## src/rtl/mem_arbiter_pkg.sv

```systemverilog
// Shared types for the RAM arbiter: data word, RAM handshake state, grant FSM state.
// Pure type/parameter package; no logic, no latency, no backpressure.
package mem_arbiter_pkg;

    typedef logic [31:0] word_t;

    typedef enum logic [1:0] {
        FREE   = 2'd0,
        BUSY   = 2'd1,
        ACCESS = 2'd2,
        ERROR  = 2'd3
    } ramstate_t;

    typedef enum logic [1:0] {
        IDLE = 2'd0,
        IGNT = 2'd1,
        DGNT = 2'd2
    } arb_state_t;

endpackage

```

## src/rtl/mem_arbiter_if.sv

```systemverilog
// Cache-side requests plus RAM-side strobes for the arbiter; slave is the arbiter's view.
// Wires only; no latency. Backpressure is the iwait/dwait pair driven by the arbiter.
interface mem_arbiter_if;
    import mem_arbiter_pkg::*;

    logic      iREN;
    word_t     iaddr;
    logic      dREN;
    logic      dWEN;
    word_t     daddr;
    word_t     dstore;
    word_t     ramload;
    ramstate_t ramstate;
    logic      ramREN;
    logic      ramWEN;
    word_t     ramaddr;
    word_t     ramstore;
    logic      iwait;
    logic      dwait;
    word_t     iload;
    word_t     dload;
    logic      merr;

    modport master (
        output iREN, iaddr, dREN, dWEN, daddr, dstore, ramload, ramstate,
        input  ramREN, ramWEN, ramaddr, ramstore, iwait, dwait, iload, dload, merr
    );

    modport slave (
        input  iREN, iaddr, dREN, dWEN, daddr, dstore, ramload, ramstate,
        output ramREN, ramWEN, ramaddr, ramstore, iwait, dwait, iload, dload, merr
    );

endinterface

```

## src/rtl/mem_arbiter.sv

```systemverilog
// Grants the single-ported RAM to instruction or data requester, one access at a time.
// 1-cycle arbitration, then RAM-paced access; requesters stall on iwait/dwait until completion.
module mem_arbiter #(
    parameter int STARVE_MAX = 4
) (
    input  logic         CLK,
    input  logic         nRST,
    mem_arbiter_if.slave arb
);
    import mem_arbiter_pkg::*;

    localparam int CW = $clog2(STARVE_MAX + 1);
    localparam logic [CW-1:0] SMAX = CW'(STARVE_MAX);

    arb_state_t    r_state;
    arb_state_t    w_next;
    logic [CW-1:0] r_starve_cnt;
    logic [CW-1:0] w_starve_nxt;
    logic          r_merr;
    logic          w_merr_nxt;
    logic          w_dreq;
    logic          w_dread;
    logic          w_done;

    assign w_dreq   = arb.dREN | arb.dWEN;
    assign w_dread  = arb.dREN & ~arb.dWEN;
    assign w_done   = (arb.ramstate == ACCESS) || (arb.ramstate == ERROR);
    assign arb.merr = r_merr;

    always_comb begin
        w_next       = r_state;
        w_starve_nxt = r_starve_cnt;
        w_merr_nxt   = r_merr;
        arb.ramREN   = 1'b0;
        arb.ramWEN   = 1'b0;
        arb.ramaddr  = '0;
        arb.ramstore = '0;
        arb.iwait    = 1'b1;
        arb.dwait    = 1'b1;
        arb.iload    = '0;
        arb.dload    = '0;
        case (r_state)
            IDLE: begin
                if (w_dreq && arb.iREN)
                    w_next = (r_starve_cnt == SMAX) ? IGNT : DGNT;
                else if (w_dreq)
                    w_next = DGNT;
                else if (arb.iREN)
                    w_next = IGNT;
            end
            IGNT: begin
                // Strobe follows iREN so a dropped request releases the RAM in the same cycle.
                arb.ramREN  = arb.iREN;
                arb.ramaddr = arb.iaddr;
                if (w_done) begin
                    arb.iwait    = 1'b0;
                    arb.iload    = arb.ramload;
                    w_starve_nxt = '0;
                    w_merr_nxt   = r_merr | (arb.ramstate == ERROR);
                    w_next       = IDLE;
                end else if (!arb.iREN) begin
                    w_next = IDLE;
                end
            end
            DGNT: begin
                arb.ramWEN   = arb.dWEN;
                arb.ramREN   = w_dread;
                arb.ramaddr  = arb.daddr;
                arb.ramstore = arb.dstore;
                if (w_done) begin
                    arb.dwait  = 1'b0;
                    arb.dload  = w_dread ? arb.ramload : '0;
                    w_merr_nxt = r_merr | (arb.ramstate == ERROR);
                    w_next     = IDLE;
                    if (!arb.iREN)
                        w_starve_nxt = '0;
                    else if (r_starve_cnt != SMAX)
                        w_starve_nxt = r_starve_cnt + CW'(1);
                end else if (!w_dreq) begin
                    w_next = IDLE;
                end
            end
            default: w_next = IDLE;
        endcase
    end

    always_ff @(posedge CLK, negedge nRST) begin
        if (!nRST) begin
            r_state      <= IDLE;
            r_starve_cnt <= '0;
            r_merr       <= 1'b0;
        end else begin
            r_state      <= w_next;
            r_starve_cnt <= w_starve_nxt;
            r_merr       <= w_merr_nxt;
        end
    end

endmodule

```

## src/flat_wrapper.sv

```systemverilog
// flat-port wrapper written by rule: the top's interface ports become plain ports
module mem_arbiter_flat import mem_arbiter_pkg::*;
#(
    parameter int STARVE_MAX = 4
)
  (CLK, nRST, arb_iREN, arb_iaddr, arb_dREN, arb_dWEN, arb_daddr, arb_dstore, arb_ramload, arb_ramstate, arb_ramREN, arb_ramWEN, arb_ramaddr, arb_ramstore, arb_iwait, arb_dwait, arb_iload, arb_dload, arb_merr);
  mem_arbiter_if arb_i ();
  input  logic CLK;
  input  logic nRST;
  input wire logic [$bits(arb_i.iREN)-1:0] arb_iREN;
  input wire logic [$bits(arb_i.iaddr)-1:0] arb_iaddr;
  input wire logic [$bits(arb_i.dREN)-1:0] arb_dREN;
  input wire logic [$bits(arb_i.dWEN)-1:0] arb_dWEN;
  input wire logic [$bits(arb_i.daddr)-1:0] arb_daddr;
  input wire logic [$bits(arb_i.dstore)-1:0] arb_dstore;
  input wire logic [$bits(arb_i.ramload)-1:0] arb_ramload;
  input wire logic [$bits(arb_i.ramstate)-1:0] arb_ramstate;
  output wire logic [$bits(arb_i.ramREN)-1:0] arb_ramREN;
  output wire logic [$bits(arb_i.ramWEN)-1:0] arb_ramWEN;
  output wire logic [$bits(arb_i.ramaddr)-1:0] arb_ramaddr;
  output wire logic [$bits(arb_i.ramstore)-1:0] arb_ramstore;
  output wire logic [$bits(arb_i.iwait)-1:0] arb_iwait;
  output wire logic [$bits(arb_i.dwait)-1:0] arb_dwait;
  output wire logic [$bits(arb_i.iload)-1:0] arb_iload;
  output wire logic [$bits(arb_i.dload)-1:0] arb_dload;
  output wire logic [$bits(arb_i.merr)-1:0] arb_merr;
  assign arb_i.iREN = arb_iREN;
  assign arb_i.iaddr = arb_iaddr;
  assign arb_i.dREN = arb_dREN;
  assign arb_i.dWEN = arb_dWEN;
  assign arb_i.daddr = arb_daddr;
  assign arb_i.dstore = arb_dstore;
  assign arb_i.ramload = arb_ramload;
  assign arb_i.ramstate = arb_ramstate;
  assign arb_ramREN = arb_i.ramREN;
  assign arb_ramWEN = arb_i.ramWEN;
  assign arb_ramaddr = arb_i.ramaddr;
  assign arb_ramstore = arb_i.ramstore;
  assign arb_iwait = arb_i.iwait;
  assign arb_dwait = arb_i.dwait;
  assign arb_iload = arb_i.iload;
  assign arb_dload = arb_i.dload;
  assign arb_merr = arb_i.merr;
  mem_arbiter #(.STARVE_MAX(STARVE_MAX)) u_core (.CLK(CLK), .nRST(nRST), .arb(arb_i));
endmodule
```

## config.mk

```make
export PLATFORM = sky130hd
export DESIGN_NAME = mem_arbiter_flat
export DESIGN_NICKNAME = d
export VERILOG_FILES = /design/src/rtl/mem_arbiter_pkg.sv /design/src/rtl/mem_arbiter_if.sv /design/src/rtl/mem_arbiter.sv /design/src/flat_wrapper.sv
export SDC_FILE = /design/constraint.sdc
export NUM_CORES = 1
export LEC_CHECK = 0
export CAP_MARGIN = 30
export CORE_AREA = 8 8 98 100
export DETAILED_ROUTE_END_ITERATION = 8
export DIE_AREA = 0 0 106 108
export MAX_ROUTING_LAYER = met4
export PLACE_DENSITY_LB_ADDON = 0.05
export SLEW_MARGIN = 15
export SYNTH_ARGS = -nofsm -noshare
export SYNTH_HDL_FRONTEND = slang
export SYNTH_SLANG_ARGS = --single-unit
export TNS_END_PERCENT = 30
```

## constraint.sdc

```tcl
create_clock -name CLK -period 2.5 [get_ports CLK]
set_clock_uncertainty 0.1 [all_clocks]
set_input_delay 0.625 -clock CLK [delete_from_list [all_inputs] [get_ports CLK]]
set_output_delay 0.625 -clock CLK [all_outputs]
set_load 0.005 [all_outputs]
```

* After elaboration in Yosys (flattened, before gate mapping)
Cells that the tools add are included.
** Cells by class
- Eq/ne operators :: 12
- Mux-type cells :: 26
- Bitwise operators :: 4
- Add/sub/neg operators :: 1
- Reduce and logical (&&, ||, !) cells :: 8
** Operators with widths (count)
- $mux 32 :: 6
- $pmux 32 s2 :: 1
- $mux 2 :: 8
- $mux 3 :: 4
- $eq 2x2->1 const B :: 3
- $ne 3x2->1 const B :: 2
- $ne 3x3->1 const B :: 2
- $pmux 2 s3 :: 1
- $pmux 3 s2 :: 1
- $mux 1 :: 4
- $ne 2x1->1 const B :: 2
- $ne 4x2->1 const B :: 1
- $reduce_and 4->1 :: 1
- $add 3x1->3 const B :: 1
- $eq 3x3->1 const B :: 1
- $reduce_and 3->1 :: 1
- $eq 2x1->1 const B :: 1
- $logic_not 2->1 :: 1
- $or 1x1->1 :: 2
- $pmux 1 s2 :: 1
- $reduce_and 2->1 :: 1
- $reduce_bool 2->1 :: 1
- $reduce_or 2->1 :: 1
- $and 1x1->1 :: 1
- other kinds (3) :: 3
** Word-level totals
- Output and inout bits :: 133
- Bits in registers :: 6
- Word-level logic and storage cells :: 54
- Input port bits :: 135

* Depth between registers and ports, before layout
- Word-level depth :: 5
- Mapped depth :: 7
- Gate-level depth less buffers :: 5

* Least setup slack after synthesis
No wires, ideal clock.
- Path type :: flip-flop to output port
- Start point :: register u_core.r_state[0]
- End point :: output arb_dload[10]
- Arrival time :: 1432 ps
- Path slack :: 343 ps
- Cell stages (with the launch flop) :: 8
- Buffers on the path :: 2
- Required time :: 1775 ps
- Cells stage by stage :: dfrtp_1 inv_1 ha_1 buf_2 nand2_1 nor3b_2 clkbuf_1 and2_1
** On the way
- Longest elaborated chain between the ends :: 2
** Ends and longest elaborated chain
- start: declaration :: RTL line mem_arbiter.sv:15 : arb_state_t r_state;
- start signal: assignment :: RTL line mem_arbiter.sv:93 : r_state <= w_next;
- $eq 2x2->1 :: RTL line mem_arbiter.sv:42 : case (r_state)
- $mux 32 :: RTL line mem_arbiter.sv:42
- end: declaration :: RTL line flat_wrapper.sv:25 : output wire logic [$bits(arb_i.dload)-1:0] arb_dload;
Every way passes these cells.

* Worst setup path in the final report
- Start point :: register u_core.r_state[0]
- End point :: output arb_dload[24]
The elaborated chain is that of the path after synthesis.

==> impl_metrics.py <==
metrics = {
    "hold_path": {
        "min_path_cells": 1,
        "min_path_type": "reg2reg",
    },
    "power_and_ir_drop": {
        "switchingPower_uw": 1030,
        "p_clk_share_pct": 5.5,
        "power.internal_uw": 1670,
        "ir_drop_mv": 0.217,
        "leakage_uw": 0.00250,
        "p_per_area_nw_per_um2": 562,
        "power_frac_comb_pct": 89.1,
        "sequentialPowerShare_pct": 5.4,
        "switching_share_pct": 38.2,
    },
    "global_routing": {
        "grt_pass1_wl_mm": 16.9,
        "grt_usage_pct": 19.2,
        "grt_max_degree": 38,
        "first_global_vias": 2909,
        "overflow": 0,
        "antenna_found_initial": 0,
    },
    "timing": {
        "slew-limit-headroom_pct": 77.4,
        "maxSlewViolCount": 0,
        "finalSetupViolCount": 21,
        "hold_viol_final": 0,
        "max_slew.worst_pin.slew_ps": 338,
        "worst_hold_slack_ps": 362,
        "rsz0062_at_grt": "yes",
        "period_minus_slack_ps": 2630,
        "fmax_mhz": 380,
        "period_share_pct": 105,
        "timing.final.ws_setup_ps": -132,
    },
    "finish": {
        "final-instance-count-excl-fill": 623,
        "finalInstanceArea_um2": 4810,
        "fin_nets": 660,
        "synthToLayoutAreaGrowth_pct": 199,
        "layout-drive-gt1-share_pct": 20.3,
        "final_util_pct": 59.8,
        "antenna_cells": 0,
    },
    "flow_run": {
        "cap_violations": 0,
    },
    "yosys": {
        "ys_async_sr_fraction_pct": 100,
        "synthTopCellsByCount": "and2_1 (64), and3_1 (35), nor2b_1 (33), a22oi_1 (32), clkbuf_1 (23)",
        "yosys_warnings": 0,
        "syn_nets": 374,
        "synth_cells": 234,
        "yosysSeqAreaShare_pct": 9.34,
        "synth-edff-count": 0,
        "synth_top_area_cell": "and2_1",
        "ys_ff_latch": 6,
        "post_synth_num_cell_types": 26,
        "synth_area_um2": 1610,
        "synth_area_leaders": "and2_1 (25%), a22oi_1 (15%), and3_1 (14%)",
        "yosys.cell_count.top_type": "and2_1",
        "yosysTopAreaCellShare_pct": 24.9,
        "synth_flop_cell": "dfrtp_1",
        "syn_area_per_cell_um2": 6.87,
    },
    "placement": {
        "dp_cells": 606,
        "place_congestion": 0.847,
        "port-buffer-count": 267,
        "hpwlAfterDp_mm": 9.77,
        "place_area_um2": 4590,
        "place_ws_ps": -526,
    },
    "routing": {
        "drt_pass1_iterations": 4,
        "wirelength_mm": 12.0,
        "viasPerCell": 4.58,
        "via_count": 2856,
        "ant_nets": 0,
        "drc": 0,
        "drt-initial-drc-count": 80,
        "route.detailed.wl_per_inst_um": 19.3,
    },
    "run_status": {
        "violations": "negative setup slack",
        "status": "finished with violations",
    },
    "worst_setup_path": {
        "critPathKind": "reg2out",
        "cp-end-kind": "primary output",
        "required_ps": 1770,
        "r2r_cells": 7,
        "crit_fanout": 7,
        "crit_arrival_ps": 1910,
        "crit_path_start_kind": "flip-flop",
    },
    "die": {
        "coreArea_um2": 8050,
        "ios": 268,
        "die_w_um": 106,
        "initial_utilization_pct": 20.0,
        "rows": 33,
        "die_area_um2": 11400,
        "die_h_um": 108,
    },
    "clock_tree": {
        "cts_tree": "built",
        "h-tree-depth": 1,
        "clock_latency_ps": 230,
        "clkTransAtPathRegs_ps": 40,
        "root_buffer": "clkbuf_8",
        "cts_inserted_buffers": 3,
        "clockBufferDepth": 2,
        "clock_sinks": 6,
    },
}
## what timing repair did
action / CTS / global route
buffers inserted: 6 / 3
gates resized for setup: 220 / 59
endpoints found under the setup margin: 132 / 57
pin swaps: 1 / 9
hold buffers: 0 / 0
cloned: 4 / 1
## critical path: stages (launching register included)
cell and delay [ps]:
dfrtp_1 380, inv_2 90, ha_4 150, buf_6 100, nand2_4 40, nor3b_4 200
buf_6 160, buf_12 120, buf_16 110, buf_6 90, and2_4 130, buf_6 90
## kinds of logic after synthesis
logic type	count (synthesis)	share of synthesized area [%]
and+or+nand+nor	146	56.7
AOI/OAI and AO/OA	44	21.0
buffers and inverters	31	7.47
DFF	6	9.34
adders and majority gates	5	3.89
muxes	2	1.56
## state kept, by name, indices dropped and copies added, names as in the netlist
| signal | flops |
|---|---|
| u_core.r_starve_cnt | 3 |
| u_core.arb.merr | 1 |
| u_core.r_state | 2 |
## path summary, 6_finish.rpt
| path | slack, ps | start | endpoint |
|---|---|---|---|
| worst min register to register | 360 | u_core.arb.merr$_DFFE_PN0P_ | u_core.arb.merr$_DFFE_PN0P_ |
| worst max register to register | 620 | u_core.r_state[0]$_DFFE_PN0P_ | u_core.r_state[1]$_DFFE_PN0P_ |
| worst min-delay path | 360 | u_core.arb.merr$_DFFE_PN0P_ | u_core.arb.merr$_DFFE_PN0P_ |
| worst max-delay path | -130 | u_core.r_state[0]$_DFFE_PN0P_ | arb_dload[24] |
| min in group asynchronous | 550 | nRST | u_core.arb.merr$_DFFE_PN0P_ |
| max in group asynchronous | 1520 | nRST | u_core.r_starve_cnt[2]$_DFFE_PN0P_ |
## final cells by class
class	count	area, um2
inverter	5	18.8
sequential	6	150
fill	780	3240
multi-input combinational	197	1430
timing repair buffer	307	3040
tap	105	131
clock buffer	3	41.3
## power groups by stage
| stage | clock network, uW | logic [uW] | registers [uW] |
|---|---|---|---|
| after global placement | 0 | 2400 | 141 |
| after CTS | 153 | 2360 | 143 |
| after detailed placement | 0 | 2410 | 142 |
| after floorplan | 0 | 939 | 136 |
| after global routing | 160 | 2610 | 150 |
| final | 149 | 2410 | 145 |
## layer usage
layer  up-vias  share of wire [%]  GRT usage, %
met5         -                  0             -
met4         0                1.4          4.72
met3        10                9.8          6.54
met2       174                 52          35.5
met1      1285                 37          19.0
li1       1387                  -             -
## stage by stage
step / power [uW] / setup TNS [ps]
CTS: 2650 / -2350
detailed placement: 2550 / -29230
finish: 2710 / -894
global route: 2920 / -3900
floorplan: 1080 / 0
global placement: 2540 / -29120
## cell usage in the layout, fill, tap and decap left out, drive strengths merged
cell,Yosys,final
a21boi,1,1
a22oi,32,32
a31o,1,1
a31oi,3,3
a41oi,1,1
and2,65,65
and3,35,35
buf,3,70
bufbuf,0,1
clkbuf,23,6
clkdlybuf4s15,0,2
clkdlybuf4s50,0,146
dfrtp,6,6
dlygate4sd2,0,80
dlymetal6s2s,0,5
ha,5,5
inv,5,5
mux2,1,1
mux2i,1,1
nand2,7,7
nand3b,2,2
nor2,1,1
nor2b,33,33
nor3b,2,2
o21ai,1,1
o21bai,2,2
o2bb2ai,2,2
o311ai,1,1
or4b,1,1
No activity file was read; power rests on OpenSTA's default activity.
